<file path="src/rtl/hazard_ctrl.sv">
// Hazard and mult/div sequencing controller beside the ID stage.
// Decides advance/stall/flush each cycle and drives the iterative mult/div unit.
module hazard_ctrl #(
  parameter int MULT_CYCLES = 4,
  parameter int DIV_CYCLES  = 32,
  parameter int CNT_W       = 6
) (
  input  logic        clk,
  input  logic        rst_n,
  input  logic        id_valid,
  input  logic [4:0]  id_rs,
  input  logic [4:0]  id_rt,
  input  logic        id_uses_rs,
  input  logic        id_uses_rt,
  input  logic        id_is_md,
  input  logic        id_is_div,
  input  logic        id_reads_hilo,
  input  logic        ex_mem_read,
  input  logic [4:0]  ex_rt,
  input  logic        branch_taken,
  output logic        pc_write,
  output logic        ifid_write,
  output logic        idex_bubble,
  output logic        ifid_flush,
  output logic        md_start,
  output logic        md_done,
  output logic        md_busy,
  output logic [15:0] stall_cycles
);

  typedef enum logic {
    RUN,
    MD_BUSY
  } state_t;

  localparam logic [CNT_W-1:0] MULT_N = CNT_W'(MULT_CYCLES);
  localparam logic [CNT_W-1:0] DIV_N  = CNT_W'(DIV_CYCLES);
  localparam logic [CNT_W-1:0] ONE    = CNT_W'(1);

  state_t           state;
  logic [CNT_W-1:0] count;

  logic rs_hit;
  logic rt_hit;
  logic load_use;
  logic hilo_hz;
  logic stall;

  assign rs_hit   = id_uses_rs & (id_rs == ex_rt);
  assign rt_hit   = id_uses_rt & (id_rt == ex_rt);
  assign load_use = id_valid & ex_mem_read & (ex_rt != 5'd0)
                  & (rs_hit | rt_hit);

  assign md_busy = (state == MD_BUSY);
  assign hilo_hz = id_valid & (id_is_md | id_reads_hilo) & md_busy;
  assign stall   = load_use | hilo_hz;

  assign pc_write    = ~stall;
  assign ifid_write  = ~stall;
  assign idex_bubble = stall;
  // A taken branch under stall stays in ID and resolves again next cycle.
  assign ifid_flush  = branch_taken & ~stall;

  assign md_start = ~md_busy & id_valid & id_is_md & ~stall;
  assign md_done  = md_busy & (count == ONE);

  always_ff @(posedge clk or negedge rst_n) begin
    if (!rst_n) begin
      state <= RUN;
      count <= '0;
    end else begin
      unique case (state)
        RUN: begin
          if (md_start) begin
            count <= id_is_div ? DIV_N : MULT_N;
            state <= MD_BUSY;
          end
        end
        MD_BUSY: begin
          count <= count - ONE;
          if (md_done) state <= RUN;
        end
      endcase
    end
  end

  always_ff @(posedge clk or negedge rst_n) begin
    if (!rst_n) begin
      stall_cycles <= '0;
    end else if (stall && stall_cycles != 16'hFFFF) begin
      stall_cycles <= stall_cycles + 16'd1;
    end
  end

endmodule

</file>
<file path="config.mk">
export PLATFORM = sky130hd
export DESIGN_NAME = hazard_ctrl
export DESIGN_NICKNAME = d
export VERILOG_FILES = /design/src/rtl/hazard_ctrl.sv
export SDC_FILE = /design/constraint.sdc
export NUM_CORES = 1
export LEC_CHECK = 0
export CAP_MARGIN = 5
export CORE_UTILIZATION = 45
export CTS_BUF_LIST = sky130_fd_sc_hd__clkbuf_4 sky130_fd_sc_hd__clkbuf_8 sky130_fd_sc_hd__clkbuf_16
export DETAILED_ROUTE_END_ITERATION = 12
export PLACE_DENSITY = 0.89
export SYNTH_ARGS = -nofsm -noshare
export SYNTH_HDL_FRONTEND = slang
export SYNTH_SLANG_ARGS = --single-unit
</file>
<file path="constraint.sdc">
create_clock -name clk -period 2.4 [get_ports clk]
set_input_delay 0.36 -clock clk [delete_from_list [all_inputs] [get_ports clk]]
set_output_delay 0.36 -clock clk [all_outputs]
set_load 0.01 [all_outputs]
</file>
# Yosys cells after proc, flatten, opt, wreduce, memory -nomap -nowiden
# Index checks and enable logic that the tools add are counted.
[word_totals] ff_bits=23 elab_cells=35
[classes] addsub=2 n_eq_ne=5 muxes=6 bitwise=17 n_reduce_logical=2
[op_table] operator="16-bit by 1-bit adder with 16-bit output (second input constant)" n=1
[op_table] operator="16-bit inequality test (second input constant)" n=1
[op_table] operator="1-bit AND" n=12
[op_table] operator="6-bit two-way mux" n=2
[op_table] operator="6-bit case mux with 2 select lines" n=1
[op_table] operator="5-bit == test" n=2
[op_table] operator="6-bit by 1-bit == test with 1-bit output (second input constant)" n=1
[op_table] operator="6-bit by 1-bit subtractor with 6-bit output (second input constant)" n=1
[op_table] operator="5-bit nonzero test" n=1
[op_table] operator="1-bit OR" n=3
[op_table] operator="1-bit two-way mux" n=2
[op_table] operator="2-bit inequality test (second input constant)" n=1
[op_table] operator="1-bit NOT" n=2
[op_table] operator="1-bit case mux with 2 select lines" n=1
[op_table] operator="1-bit logical AND" n=1

# Depth between registers and ports, before layout
# Gate-level depths: netlist of run 1.
[logic_depth] ltp_word=9 mapped_depth=8 ltp_nobuf=6

# Worst setup path before layout of run 1
# Ideal clock, no wire load.
[synth_timing] path_kind="input port to output port" start="input ex_rt[1]" end="output ifid_flush" arrival_ns=1.692 t_required_ns=2.040 setup_slack_ns=0.348 cell_stages=5 n_path_buf=1 path_cell_list="or3_1 > o311a_4 > a21oi_4 > buf_6 > and2_1"
[synth_via] elab_chain_cells=7 word_cells_on_any_way=11
[synth_rtl] item="start, declared" line="19" text="input logic [4:0] ex_rt,"
[synth_rtl] item="5-bit == test (on tied branches)" line="49, 50"
[synth_rtl] item="1-bit AND (on tied branches)" line="49, 50"
[synth_rtl] item="1-bit OR" line="52" text="& (rs_hit | rt_hit);"
[synth_rtl] item="1-bit AND *" line="52"
[synth_rtl] item="1-bit OR *" line="56" text="assign stall = load_use | hilo_hz;"
[synth_rtl] item="1-bit NOT *"
[synth_rtl] item="via ifid_write" line="22" text="output logic ifid_write,"
[synth_rtl] item="1-bit AND *" line="62" text="assign ifid_flush = branch_taken & ~stall;"
[synth_rtl] item="end, declared" line="24" text="output logic ifid_flush,"
# Mark *: on every way through the listed nets, which the timed path passes. The rest lies on a longest branch.

# Worst setup path in the final report of run 1
[layout_timing] start="input ex_rt[1]" end="output idex_bubble"
[layout_via] elab_chain_cells=5 word_cells_on_any_way=9
[layout_rtl] item="5-bit == test (on tied branches)" line="49, 50"
[layout_rtl] item="1-bit AND (on tied branches)" line="49, 50"
[layout_rtl] item="1-bit OR" line="52"
[layout_rtl] item="1-bit AND *" line="52"
[layout_rtl] item="1-bit OR *" line="56"
[layout_rtl] item="end, declared" line="23" text="output logic idex_bubble,"
# Mark *: on every way between the ends. The rest lies on a longest branch, timed or not.

==> results of run 1 <==
-- per-stage QoR --
| step | setup TNS, ns | cell area [sq um] | util (%) |
|---|---|---|---|
| 2_1_floorplan | 0 | 1400 | - |
| 3_5_place_dp | -2.74 | 1940 | 68.0 |
| 3_3_place_gp | -2.29 | 1940 | 68.0 |
| 4_1_cts | 0 | 1970 | 69.1 |
| 5_1_grt | 0 | 1980 | 69.3 |
| 6_report | 0 | 1980 | 69.3 |
-- cell type report --
class                      instances  area share, %
timing repair buffer              57           27.8
tap                               31           1.96
sequential                        23           29.1
clock buffer                       4           1.52
inverter                           6           1.14
multi-input combinational        105           38.4
-- how the worst max path moves through the flow --
stage / cells past startpoint / start / end / slack [ns]
after floorplan: 5 / ex_rt[1] / ifid_flush / 0.35
after global placement: 7 / ex_rt[1] / ifid_flush / -0.48
after detailed placement: 7 / ex_rt[1] / ifid_flush / -0.50
after CTS: 7 / ex_rt[3] / idex_bubble / 0.01
after global routing: 10 / ex_rt[2] / stall_cycles[6] / 0.03
final: 7 / ex_rt[1] / idex_bubble / 0.09
-- registers in the layout, indices dropped and copies added, names as in the netlist --
| register | cells |
|---|---|
| stall_cycles | 16 |
| count | 6 |
| md_busy | 1 |
-- per-layer routing --
metal / vias up / GRT usage, %
met5: - / 0
met4: 0 / 8.84
li1: 599 / -
met3: 8 / 2.46
met1: 625 / 24.9
met2: 55 / 41.2
-- critical path, cell delays in order --
cell           delay, ns
dlygate4sd2_1       0.27
or3_1               0.39
o311a_4             0.33
a21oi_4             0.17
buf_12              0.13
inv_1               0.03
dlygate4sd2_1       0.27
-- cell usage in the layout, fill, tap and decap left out, types with 2 or more instances in the layout --
master,n
inv_1,6
nor3_1,8
nor2_1,8
dlygate4sd2_1,5
buf_4,9
clkdlybuf4s50_1,39
nand3_1,7
mux2_4,2
xor2_1,13
nand2_1,13
o21ai_0,2
dfrtp_1,23
nor4_1,6
xnor2_1,13
nor4b_1,2
nand3b_1,2
clkbuf_4,4
or2_2,2
ha_1,3
a21oi_1,2
nand4_1,3
-- cells by family after synthesis --
family                   after synthesis
AO/OA/AOI/OAI                         14
XOR/XNOR                              26
adder cells (fa/ha/maj)                3
buffers and inverters                 11
flip-flops                            23
multiplexers                           3
AND/OR/NAND/NOR                       59
-- what timing repair did --
action | 4_1_cts | 5_1_grt
pin swaps | 2 | 2
gates resized for setup | 10 | 2
setup endpoints to repair | 5 | 5
setup buffers | 2 | 0
-- power breakdown --
group / switching (mW) / leakage [nW] / internal, mW
clock network: 0.116 / 0.0184 / 0.0763
logic: 0.310 / 0.585 / 0.389
registers: 0.138 / 0.298 / 0.498
total: 0.563 / 0.901 / 0.963
==> results.py, run 1 <==
metrics = {
    "sta": {
        "hold_viol_final": 0,
        "slew_headroom_pct": 64.6,
        "max_slew.worst_pin.slew_ns": 0.529,
        "rsz0062_at_grt": "no",
        "timing.fmax_ghz": 0.432,
        "clock_skew_ns": 0.00162,
        "finalSetupViolCount": 0,
        "slew_viol_final": 0,
        "fin_ws_ns": 0.0875,
        "finalCriticalPeriod_ns": 2.31,
        "period_share_pct": 96.4,
        "timing.hold.ws_ns": 0.389,
    },
    "setup_path": {
        "worstRegToRegCells": 6,
        "ff2ff_setup_slack_ns": 0.27,
        "regToRegEndpoint": "stall_cycles[1]",
        "crit_fanout": 7,
        "r2r-start": "stall_cycles[0]",
        "required_ns": 2.04,
        "worst_ep_arrival_time_ns": 1.95,
        "crit_type": "input pin to output pin",
        "cp-start-kind": "input pin",
        "end_kind": "output pin",
    },
    "route": {
        "via_per_inst": 5.69,
        "routed_wl_mm": 3.43,
        "routed.top_layer": "met4",
        "ant_nets": 0,
        "dr.pass1.iters": 11,
        "drt_iter0_drc": 42,
        "wire_per_inst_um": 15.2,
        "drt-met1-wl_mm": 1.39,
        "dr_wl_met3_um": 249,
        "vias": 1287,
        "drc": 6,
        "wl_met2_mm": 1.72,
    },
    "synth": {
        "synth-edff-count": 0,
        "yosys-top-cells-count": "23 x dfrtp_1, 13 x nand2_1, 13 x xnor2_1, 13 x xor2_1",
        "synthMuxAreaShare_pct": 2.95,
        "synth_area_leader_cell": "dfrtp_1",
        "yosys.area_share.simple_pct": 23.2,
        "synth_top_family_by_area": "simple AND/OR/NAND/NOR gates",
        "yosysMostFrequentCell": "dfrtp_1",
        "synth_xor_area_share_pct": 16.3,
        "synth_area_sq_um": 1400,
        "synth_cells": 139,
        "avgSynthCellArea_sq_um": 10.1,
        "synth_nets": 167,
        "ys_warn_count": 0,
        "synth_ff_type": "dfrtp_1",
        "synthArstFlopShare_pct": 100,
        "ys_seq_area_share_pct": 41.1,
        "ys_ff_latch": 23,
        "yosys.cell_types.count": 40,
        "synth_compound_area_share_pct": 9.11,
        "synthAdderAreaFrac_pct": 2.68,
        "synth_top_cells_by_area": "dfrtp_1 41%, xnor2_1 8.1%, xor2_1 8.1%",
        "netlist.area_leader.share_pct": 41.1,
    },
    "cells_and_area": {
        "layoutNonFillerInstCount": 226,
        "fin_nets": 224,
        "area.growth.synth_to_final_pct": 41.0,
        "fillers": 219,
        "insertedDiodeCount": 0,
        "ff_latch_area_sq_um": 576,
        "drive_above_1_share_pct": 14.4,
        "multi_input_area_sq_um": 759,
    },
    "clocking": {
        "ctsRootBufferMaster": "clkbuf_4",
        "cts_hold_repair.buffers": 0,
        "cts_tree": "done",
        "clk_latency_ns": 0.31,
        "clk_pin_slew_ns": 0.12,
        "cts.sinks": 23,
        "clk_path_buf_depth": 2,
        "htreeDepth": 1,
        "cts_buffers": 3,
    },
    "die": {
        "io_pins": 48,
        "core_sq_um": 2850,
        "dieArea_sq_um": 3340,
        "start_util_pct": 49.1,
        "num_rows": 19,
        "fp.dieW_um": 57.8,
        "die_h_um": 57.8,
    },
    "power": {
        "p_leak_nw": 0.901,
        "vdd_drop_max_mv": 0.626,
        "p_total_mw": 1.53,
        "powerDensity_nw_per_um2": 773,
    },
    "min_path": {
        "hp-class": "input pin to async pin",
    },
    "placement": {
        "gp_routability_congestion": 0.779,
        "dp_slack_ns": -0.502,
        "hpwl_mm": 2.55,
        "dp_cells": 220,
        "io_buffers": 47,
    },
    "grt": {
        "grt_pass1_vias": 1238,
        "grt_pass1_wl_mm": 5.55,
        "grt_usage_pct": 21.9,
        "antenna_found_initial": 0,
        "grt_max_degree": 24,
        "grt.overflow.total": 0,
    },
    "run_status": {
        "violations": "DRC",
        "status": "complete, but fails checks",
    },
    "flow_run": {
        "cap_violations": 0,
    },
}
(Power assumes the default switching activity.)
==> inputs of run 2 (changes only) <==
- ABC_AREA: default -> 1
- CAP_MARGIN: 5 -> default
- CORE_UTILIZATION: 45 -> 47
==> results.py, run 2 <==
metrics = {
    "run_status": {
        "status": "complete, no violations",
    },
    "cells_and_area": {
        "insertedDiodeCount": 0,
        "layoutNonFillerInstCount": 339,
        "layout_commonest_cell": "nand2_1",
        "largest_register_ffs": 16,
        "drive_above_1_share_pct": 6.83,
        "area.growth.synth_to_final_pct": 33.6,
        "layout_common_cells": "84 x nand2_1, 40 x clkdlybuf4s50_1, 31 x nand3_1, 28 x inv_1, 23 x dfrtp_1",
        "fin_nets": 322,
        "top_register": "stall_cycles",
    },
    "synth": {
        "ys_ff_latch": 23,
        "synthAdderAreaFrac_pct": 2.28,
        "synth_compound_area_share_pct": 2.44,
        "synth_nets": 272,
        "avgSynthCellArea_sq_um": 6.73,
        "synth_xor_area_share_pct": 8.00,
        "synth_area_leader_cell": "dfrtp_1",
        "synth_top_cells_by_area": "dfrtp_1 35%, nand2_1 19%, nand3_1 9.4%",
        "synth_area_sq_um": 1640,
        "synth_cells": 244,
        "synth-edff-count": 0,
        "yosys-top-cells-count": "84 x nand2_1, 31 x nand3_1, 28 x inv_1",
        "yosys.cell_types.count": 25,
        "netlist.area_leader.share_pct": 35.0,
        "yosys.area_share.simple_pct": 41.7,
        "yosysMostFrequentCell": "nand2_1",
        "synthArstFlopShare_pct": 100,
        "ys_seq_area_share_pct": 35.0,
        "ys_warn_count": 0,
        "synthMuxAreaShare_pct": 0,
        "synth_top_family_by_area": "simple AND/OR/NAND/NOR gates",
        "synth_ff_type": "dfrtp_1",
    },
    "setup_path": {
        "end_kind": "output pin",
        "cpPeakStageDelay_ns": 0.54,
        "worstPathCellList": "clkinv_1, nor2_1, clkdlybuf4s50_1",
        "worst_ep_arrival_time_ns": 1.85,
        "cp-start-kind": "flop",
        "crit_type": "flop to output pin",
        "required_ns": 2.04,
        "slowest_stage": "clkdlybuf4s50_1",
        "cp_top_family": "buffers and inverters",
        "crit_fanout": 10,
        "path_buf_inv": 2,
    },
    "grt": {
        "grt_max_degree": 24,
        "grt.overflow.total": 0,
        "grt_pass1_wl_mm": 6.12,
        "grt_usage_pct": 22.0,
        "antenna_found_initial": 0,
        "grt_pass1_vias": 1441,
    },
    "sta": {
        "finalCriticalPeriod_ns": 2.21,
        "timing.hold.ws_ns": 0.356,
        "slew_headroom_pct": 69.0,
        "hold_viol_final": 0,
        "fin_ws_ns": 0.186,
        "max_slew.worst_pin.slew_ns": 0.462,
        "tns_ns": 0,
        "period_share_pct": 92.2,
        "finalSetupViolCount": 0,
        "rsz0062_at_grt": "no",
        "timing.fmax_ghz": 0.452,
        "clock_skew_ns": 0.0167,
        "slew_viol_final": 0,
    },
    "route": {
        "drc": 0,
        "vias": 1663,
        "routed_wl_mm": 3.79,
        "drt_iter0_drc": 73,
        "via_per_inst": 4.91,
        "ant_nets": 0,
        "dr.pass1.iters": 7,
        "wire_per_inst_um": 11.2,
    },
    "flow_run": {
        "cap_violations": 0,
    },
    "die": {
        "die_h_um": 61.1,
        "start_util_pct": 49.2,
        "core_sq_um": 3340,
        "fp.dieW_um": 61.1,
        "io_pins": 48,
        "dieArea_sq_um": 3740,
        "num_rows": 21,
    },
    "power": {
        "powerDensity_nw_per_um2": 671,
        "p_leak_nw": 1.13,
        "vdd_drop_max_mv": 0.462,
    },
    "placement": {
        "gp_routability_congestion": 0.918,
        "io_buffers": 47,
        "dp_slack_ns": -0.0743,
        "dp_cells": 335,
        "hpwl_mm": 2.88,
    },
    "clocking": {
        "clk_path_buf_depth": 2,
        "cts_tree": "done",
        "htreeDepth": 1,
        "ctsRootBufferMaster": "clkbuf_4",
        "clk_latency_ns": 0.34,
        "cts.sinks": 23,
        "cts_buffers": 3,
        "clk_pin_slew_ns": 0.14,
        "cts_hold_repair.buffers": 0,
    },
    "min_path": {
        "hp-class": "input pin to async pin",
    },
}
==> run 2: cell types whose count changed after synthesis, moves of 3 or more <==
cell,previous run,this run
buf_2,0,3
inv_1,6,28
inv_2,0,5
nand2_1,13,84
nand2_2,0,3
nand3_1,7,31
nor2_1,8,22
nor3_1,8,5
nor4_1,6,1
xnor2_1,13,8
xor2_1,13,7
==> run 2: power breakdown <==
group	total, mW	internal (mW)	switching (mW)
registers	0.608	0.484	0.124
clock network	0.190	0.0627	0.128
logic	0.675	0.326	0.349
==> run 2: through the flow <==
stage                     utilization (%)  cell area (sq um)  total power [mW]
final                                65.8               2190              1.47
after global routing                 65.8               2190              1.60
after CTS                            65.5               2180              1.48
after floorplan                         -               1640              1.04
after global placement               64.6               2160              1.27
after detailed placement             64.6               2160              1.29
==> run 2: cell families after synthesis <==
kind of cell / after synthesis
compound gates: 7
xor+xnor: 15
fa+ha+maj: 3
buf+inv: 40
flops: 23
simple gates: 156
==> run 2: final cells by class <==
cell class / instances / area [sq um]
inverters: 34 / 128
multi-input cells: 181 / 900
flip-flops and latches: 23 / 576
clock buffers: 3 / 22.5
repair buffers: 51 / 507
well taps: 46 / 57.6
fillers: 308 / 1140
clock inverters: 1 / 5.00
==> run 2: per-layer routing <==
metal | routed length (um) | global-route usage, % | up-vias | share of wire [%]
li1 | - | - | 860 | -
met1 | 1800 | 29.7 | 751 | 48
met2 | 1730 | 34.9 | 48 | 46
met3 | 203 | 2.73 | 4 | 5.4
met4 | 53 | 10.4 | 0 | 1.4
met5 | 0 | 0 | - | 0
==> run 2: final timing paths <==
| check | slack (ns) | startpoint | depth (start not counted) | end |
|---|---|---|---|---|
| max | 0.19 | md_busy | 3 | md_done |
| min | 0.36 | rst_n | 2 | stall_cycles[14] |
| max reg2reg | 0.64 | stall_cycles[0] | 5 | stall_cycles[2] |
| min reg2reg | 0.53 | count[5] | 2 | count[5] |
| max in group asynchronous | 1.80 | rst_n | 2 | count[5] |
| min in group clk | 0.53 | count[5] | 2 | count[5] |
==> run 2: what timing repair did <==
item,CTS,global route
buffers inserted,0,0
gates resized for setup,4,4
setup endpoints to repair,4,4
